$ cat config.mk
export PLATFORM = sky130hd
export DESIGN_NAME = fetch_unit
export DESIGN_NICKNAME = d
export VERILOG_FILES = /design/src/rtl/riscv_pkg.sv /design/src/rtl/fetch_fifo.sv /design/src/rtl/fetch_unit.sv
export SDC_FILE = /design/constraint.sdc
export NUM_CORES = 1
export LEC_CHECK = 0
export CORE_MARGIN = 2
export CORE_UTILIZATION = 45
export CTS_CLUSTER_DIAMETER = 200
export CTS_CLUSTER_SIZE = 12
export DETAILED_ROUTE_END_ITERATION = 7
export PLACE_DENSITY = 0.71
export SYNTH_ARGS = -nofsm -noshare
export SYNTH_HDL_FRONTEND = slang
export SYNTH_SLANG_ARGS = --single-unit
$ cat constraint.sdc
create_clock -name clk -period 21.9 [get_ports clk]
set_clock_uncertainty 0.05 [all_clocks]
set_input_delay 5.475 -clock clk [delete_from_list [all_inputs] [get_ports clk]]
set_output_delay 5.475 -clock clk [all_outputs]
set_load 0.02 [all_outputs]
$ cat src/rtl/riscv_pkg.sv
// Shared RV32 definitions for the fetch stage and the decode controller:
// data width, major opcodes and the branch-type encoding.
package riscv_pkg;

  localparam int XLEN = 32;

  localparam logic [6:0] OP_R      = 7'b0110011;
  localparam logic [6:0] OP_I      = 7'b0010011;
  localparam logic [6:0] OP_LOAD   = 7'b0000011;
  localparam logic [6:0] OP_STORE  = 7'b0100011;
  localparam logic [6:0] OP_LUI    = 7'b0110111;
  localparam logic [6:0] OP_AUIPC  = 7'b0010111;
  localparam logic [6:0] OP_BRANCH = 7'b1100011;
  localparam logic [6:0] OP_JAL    = 7'b1101111;
  localparam logic [6:0] OP_JALR   = 7'b1100111;

  typedef enum logic [2:0] {
    BR_EQ   = 3'b000,
    BR_NE   = 3'b001,
    BR_LT   = 3'b010,
    BR_GE   = 3'b011,
    BR_LTU  = 3'b100,
    BR_GEU  = 3'b101,
    BR_JUMP = 3'b110,
    BR_NONE = 3'b111
  } br_type_e;

endpackage

$ cat src/rtl/fetch_fifo.sv
// Synchronous FIFO holding fetched {pc, instr} entries. Flush wins over
// push/pop; a pop in the same cycle frees space for a push when full.
module fetch_fifo #(
  parameter int DEPTH = 2,
  parameter int W     = 64
) (
  input  logic                   clk,
  input  logic                   rst,
  input  logic                   push,
  input  logic                   pop,
  input  logic                   flush,
  input  logic [W-1:0]           wdata,
  output logic [W-1:0]           rdata,
  output logic [$clog2(DEPTH):0] count,
  output logic                   empty,
  output logic                   full
);
  localparam int AW = $clog2(DEPTH);

  logic [W-1:0]  mem [DEPTH];
  logic [AW-1:0] rd_ptr, wr_ptr;
  logic          do_push, do_pop;

  assign empty   = (count == '0);
  assign full    = (count == (AW+1)'(DEPTH));
  assign do_pop  = pop && !empty;
  assign do_push = push && (!full || do_pop);
  assign rdata   = mem[rd_ptr];

  always_ff @(posedge clk) begin
    if (rst || flush) begin
      rd_ptr <= '0;
      wr_ptr <= '0;
      count  <= '0;
    end else begin
      if (do_push) wr_ptr <= wr_ptr + 1'b1;
      if (do_pop)  rd_ptr <= rd_ptr + 1'b1;
      case ({do_push, do_pop})
        2'b10:   count <= count + 1'b1;
        2'b01:   count <= count - 1'b1;
        default: count <= count;
      endcase
    end
  end

  always_ff @(posedge clk) begin
    if (!rst && !flush && do_push) mem[wr_ptr] <= wdata;
  end

  // Upstream throttling keeps in-flight plus buffered words within DEPTH.
  always_ff @(posedge clk) begin
    if (!rst && !flush) assert (!(push && full && !pop));
  end

endmodule

$ cat src/rtl/fetch_unit.sv
// Instruction fetch: PC, in-order imem requests capped by buffer space,
// {pc, instr} FIFO toward decode, and branch resolve/redirect with squash.
module fetch_unit import riscv_pkg::*; #(
  parameter int              XLEN      = riscv_pkg::XLEN,
  parameter logic [XLEN-1:0] RESET_PC  = '0,
  parameter int              BUF_DEPTH = 2
) (
  input  logic            clk,
  input  logic            rst,
  output logic            imem_req_valid,
  input  logic            imem_req_ready,
  output logic [XLEN-1:0] imem_req_addr,
  input  logic            imem_rsp_valid,
  input  logic [31:0]     imem_rsp_data,
  output logic            instr_valid,
  input  logic            instr_ready,
  output logic [31:0]     instr,
  output logic [XLEN-1:0] instr_pc,
  output logic [6:0]      opcode,
  output logic [2:0]      func3,
  output logic [6:0]      func7,
  input  logic            br_valid,
  input  logic [2:0]      br_type,
  input  logic [XLEN-1:0] rs1_data,
  input  logic [XLEN-1:0] rs2_data,
  input  logic [XLEN-1:0] br_target,
  output logic            br_taken,
  output logic            misalign
);
  localparam int CW = $clog2(BUF_DEPTH) + 1;

  logic [XLEN-1:0] fetch_pc, rsp_pc, redirect_pc;
  logic [CW-1:0]   outstanding, outstanding_nxt, drop, fifo_count;
  logic [CW:0]     occupancy;
  logic            req_fire, br_cond;
  logic            fifo_push, fifo_pop, fifo_empty, fifo_full;
  logic [XLEN+31:0] fifo_rdata;

  assign occupancy       = {1'b0, outstanding} + {1'b0, fifo_count};
  assign imem_req_valid  = !rst && (occupancy < (CW+1)'(BUF_DEPTH));
  assign imem_req_addr   = fetch_pc;
  assign req_fire        = imem_req_valid && imem_req_ready;
  assign outstanding_nxt = outstanding + CW'(req_fire) - CW'(imem_rsp_valid);
  assign redirect_pc     = {br_target[XLEN-1:2], 2'b00};

  always_comb begin
    br_cond = 1'b0;
    case (br_type)
      BR_EQ:   br_cond = (rs1_data == rs2_data);
      BR_NE:   br_cond = (rs1_data != rs2_data);
      BR_LT:   br_cond = ($signed(rs1_data) <  $signed(rs2_data));
      BR_GE:   br_cond = ($signed(rs1_data) >= $signed(rs2_data));
      BR_LTU:  br_cond = (rs1_data <  rs2_data);
      BR_GEU:  br_cond = (rs1_data >= rs2_data);
      BR_JUMP: br_cond = 1'b1;
      default: br_cond = 1'b0;
    endcase
  end

  assign br_taken = br_valid && br_cond;

  // A redirect flushes the FIFO, so same-cycle push/pop are squashed too.
  assign fifo_push = imem_rsp_valid && (drop == '0) && !br_taken;
  assign fifo_pop  = instr_valid && instr_ready && !br_taken;

  fetch_fifo #(.DEPTH(BUF_DEPTH), .W(XLEN + 32)) u_fifo (
    .clk   (clk),
    .rst   (rst),
    .push  (fifo_push),
    .pop   (fifo_pop),
    .flush (br_taken),
    .wdata ({rsp_pc, imem_rsp_data}),
    .rdata (fifo_rdata),
    .count (fifo_count),
    .empty (fifo_empty),
    .full  (fifo_full)
  );

  assign instr_valid = !rst && !fifo_empty;
  assign instr       = fifo_rdata[31:0];
  assign instr_pc    = fifo_rdata[XLEN+31:32];
  assign opcode      = instr[6:0];
  assign func3       = instr[14:12];
  assign func7       = instr[31:25];

  // rsp_pc is the PC of the next response that will be kept, so it only
  // advances on kept words and jumps to the target on redirect.
  always_ff @(posedge clk) begin
    if (rst) begin
      fetch_pc    <= RESET_PC;
      rsp_pc      <= RESET_PC;
      outstanding <= '0;
      drop        <= '0;
      misalign    <= 1'b0;
    end else begin
      outstanding <= outstanding_nxt;
      misalign    <= br_taken && (br_target[1:0] != 2'b00);
      if (br_taken) begin
        fetch_pc <= redirect_pc;
        rsp_pc   <= redirect_pc;
        drop     <= outstanding_nxt;
      end else begin
        if (req_fire) fetch_pc <= fetch_pc + XLEN'(4);
        if (imem_rsp_valid) begin
          if (drop != '0) drop   <= drop - 1'b1;
          else            rsp_pc <= rsp_pc + XLEN'(4);
        end
      end
    end
  end

  always_ff @(posedge clk) begin
    if (!rst) begin
      assert (!(imem_rsp_valid && outstanding == '0));
      assert (!(fifo_push && fifo_full && !fifo_pop));
    end
  end

endmodule

==> flow_summary_export.csv <==
group,metric,value,unit
run_status,outcome,"complete, no violations",
synthesis,synth_top_family_by_area,"simple AND/OR/NAND/NOR gates",
worst_hold_path,hp-start,"rsp_pc[6]$_SDFFE_PP0P_",
final_layout,fill_cells,1711,
final_layout,multi_input_area,4110,sq um
clock_tree,clk_path_buf_depth,2,
power_and_ir_drop,p_int,0.000716,W
grt,grt_pass1_vias,6501,
timing,tightest_slew,0.897,ns
timing,slew_violations,0,
detailed_routing,drtAntennaViolNets,0,
synthesis,synth.area.top_cells,"edfxtp_1 (38%), dfxtp_1 (14%), mux2_2 (7.4%)",
place,dpl.hpwl,15.4,mm
clock_tree,cts_resized,0,
final_layout,regArea,5130,sq um
final_layout,fin_util,60.8,%
detailed_routing,vias,6732,
worst_hold_path,min_path_cells,0,
grt,grt_max_degree,106,
power_and_ir_drop,p_switching,0.000285,W
timing,post-route-min-period,14.67,ns
grt,grt_pass1_wl,33.3,mm
timing,slew_headroom,40.2,%
power_and_ir_drop,p_clk_share,29.5,%
synthesis,synth_top_area_cell,"edfxtp_1",
clock_tree,cts-root-buf,"clkbuf_16",
timing,fmax,0.0682,GHz
synthesis,synth-xor-area-share,4.15,%
setup_path,worst-path-max-fanout,37,
power_and_ir_drop,ir_drop,0.0558,mV
setup_path,regToRegEndpoint,"imem_req_addr[28]$_SDFFE_PP0P_",
power_and_ir_drop,switching_share,28.5,%
clock_tree,cts_tree,"done",
setup_path,required,16.38,ns
job,cap_violations,0,
setup_path,rrSetupSlack,18.55,ns
setup_path,startpoint,"rs2_data[9]",
final_layout,final_cell_mix,"clkdlybuf4s50_1 (248), edfxtp_1 (124), nand2b_1 (71)",
synthesis,synth-edff-count,124,
clock_tree,clkSinkCount,194,
clock_tree,post_cts_buffers,0,
grt,antenna_found_initial,0,
setup_path,crit_type,"in -> out",
clock_tree,cts_max_level,4,
setup_path,regToRegStartpoint,"u_fifo.count[0]$_SDFFE_PP0P_",
timing,tns,0,ns
setup_path,endpoint_kind,"output port",
detailed_routing,drc,0,
clock_tree,clock_latency,0.42,ns
final_layout,final_area,12800,sq um
timing,rsz0062_at_grt,"false",
final_layout,drive_gt1_share,11.3,%
synthesis,netlist-cell-type-count,55,
power_and_ir_drop,seqPwrFrac,45.5,%
clock_tree,cts-buffers-inserted,17,
final_layout,area_growth,32.1,%
synthesis,yosys_register_bits,194,
setup_path,critPathArrivalTime,9.14,ns
power_and_ir_drop,power_density,78.0,nW/um^2
timing,finalHoldViolCount,0,
floorplanning,initial_core_util,46.0,%
place,place_congestion,0.804,
synthesis,synth_cells,807,
synthesis,yosys_warnings,0,
floorplanning,rows,53,
grt,overflow,0,
place,place_area,12300,sq um
synthesis,ys_seq_area_share,52.8,%
synthesis,syn_avg_cell_area,12.0,sq um
final_layout,n_antenna_cell,0,
timing,finalWorstSetupSlack,7.23,ns
floorplanning,fp.coreArea,21100,sq um
floorplanning,die_h,151,um
detailed_routing,drt_iter0_drc,345,
final_layout,nets,1206,
synthesis,synth_top_cell_area_share,38.4,%
power_and_ir_drop,comb_power_share,25.1,%
detailed_routing,viasPerCell,5.10,
detailed_routing,drt_pass1_iterations,5,
power_and_ir_drop,power.leakage,4.75,nW
detailed_routing,wl_per_cell,16.3,um
timing,fin_crit_sh,67.0,%
synthesis,synthArstFlopShare,0,%
clock_tree,cts_hold_buf,0,
worst_hold_path,hp-class,"reg -> reg",
timing,setup_violations,0,
worst_hold_path,min_to,"u_fifo.mem[1][38]$_DFFE_PP_",
synthesis,synth_compound_area_share,4.64,%
synthesis,synthSimpleGateAreaFrac,14.6,%
grt,track_usage,18.9,%
synthesis,synthMuxAreaShare,13.6,%
synthesis,synthFlopType,"edfxtp_1",
final_layout,final_common_cell,"clkdlybuf4s50_1",
synthesis,synth_area,9700,sq um
floorplanning,die-area,22800,sq um
clock_tree,clk_pin_slew_worst_paths,0.06,ns
detailed_routing,drt-total-wl,21.5,mm
floorplanning,ioPinCount,254,
setup_path,start_kind,"input port",
place,pre_cts_slack,7.24,ns
synthesis,synth_fa_ha_area_share,4.98,%
place,portBuffers,249,
floorplanning,die_w,151,um
setup_path,reg2reg_depth,9,
-- worst max path at each step --
stage | endpoint | slack (ns) | depth (start not counted)
finish | br_taken | 7.23 | 13
global route | br_taken | 6.98 | 13
CTS | br_taken | 7.22 | 13
detailed placement | br_taken | 7.24 | 13
global placement | br_taken | 7.32 | 13
floorplan | u_fifo.mem[0][0]$_DFFE_PP_ | 8.12 | 12
-- metrics by stage --
stage | power [W] | hold slack (ns) | instances
final | 0.00100 | 0.447 | 1319
after global routing | 0.00105 | 0.472 | 1319
after CTS | 0.00101 | 0.441 | 1319
after detailed placement | 0.000715 | 0.429 | 1287
after global placement | 0.000710 | 0.415 | 1287
after floorplan | 0.000614 | 0.384 | 810
-- registers in the layout, indices dropped and copies added (netlist names), named ones only --
| signal | cells |
|---|---|
| outstanding | 2 |
| u_fifo.wr_ptr | 1 |
| u_fifo.mem | 124 |
| misalign | 1 |
| u_fifo.rd_ptr | 1 |
| u_fifo.count | 2 |
| rsp_pc | 30 |
| imem_req_addr | 30 |
| drop | 2 |
-- synthesized netlist by cell type, types with 5 or more instances --
cell / instances
o21ai_0: 17
and4_1: 5
clkbuf_1: 21
edfxtp_1: 124
a21oi_1: 22
xnor2_1: 34
buf_6: 6
ha_1: 37
nor3_1: 12
nor2_1: 21
nand2b_1: 71
mux2_2: 64
dfxtp_1: 70
and2_1: 5
nand2_1: 34
mux2i_1: 60
inv_1: 41
nand3_1: 23
or3_1: 21
xor2_1: 12
nand4_1: 18
buf_4: 21
a21o_1: 13
and3_1: 13
-- logic make-up after synthesis --
group	after synthesis
adders and majority gates	38
buffers and inverters	94
AOI/OAI and AO/OA	68
and+or+nand+nor	242
muxes	124
xor gates and xnor gates	46
DFF	194
other	1
-- critical path: stages --
cell and delay (ns):
clkdlybuf4s50_1 0.48, inv_1 0.05, ha_1 0.29, nand4_1 0.18
nor4_1 0.51, nand2_1 0.13, xor2_1 0.15, o2bb2ai_1 0.07
o21bai_1 0.14, o211a_2 0.19, buf_4 0.53, inv_8 0.27
clkdlybuf4s50_1 0.62
-- cell type report --
class / count / share of cell area, %
Timing Repair Buffer: 254 / 19.7
Multi-Input combinational cell: 522 / 32.0
Tap cell: 275 / 2.68
Inverter: 42 / 1.29
Clock buffer: 18 / 3.35
Sequential cell: 194 / 40.0
Clock inverter: 14 / 0.995
-- metal layers --
metal  track usage, %  up-vias  part of all wire, %
met5                0        -                    0
met4             5.98        0                  1.9
met3             3.86       26                  5.4
met2             30.8      190                   47
met1             25.4     3193                   46
li1                 -     3323                    -
-- power by group through the flow --
stage | Combinational (W) | Clock (W) | Sequential, W
6_report | 0.000251 | 0.000295 | 0.000455
5_1_grt | 0.000272 | 0.000318 | 0.000459
4_1_cts | 0.000253 | 0.000301 | 0.000455
3_5_place_dp | 0.000252 | 0 | 0.000463
3_3_place_gp | 0.000249 | 0 | 0.000461
2_1_floorplan | 0.000149 | 0 | 0.000465
(Power assumes the default switching activity.)
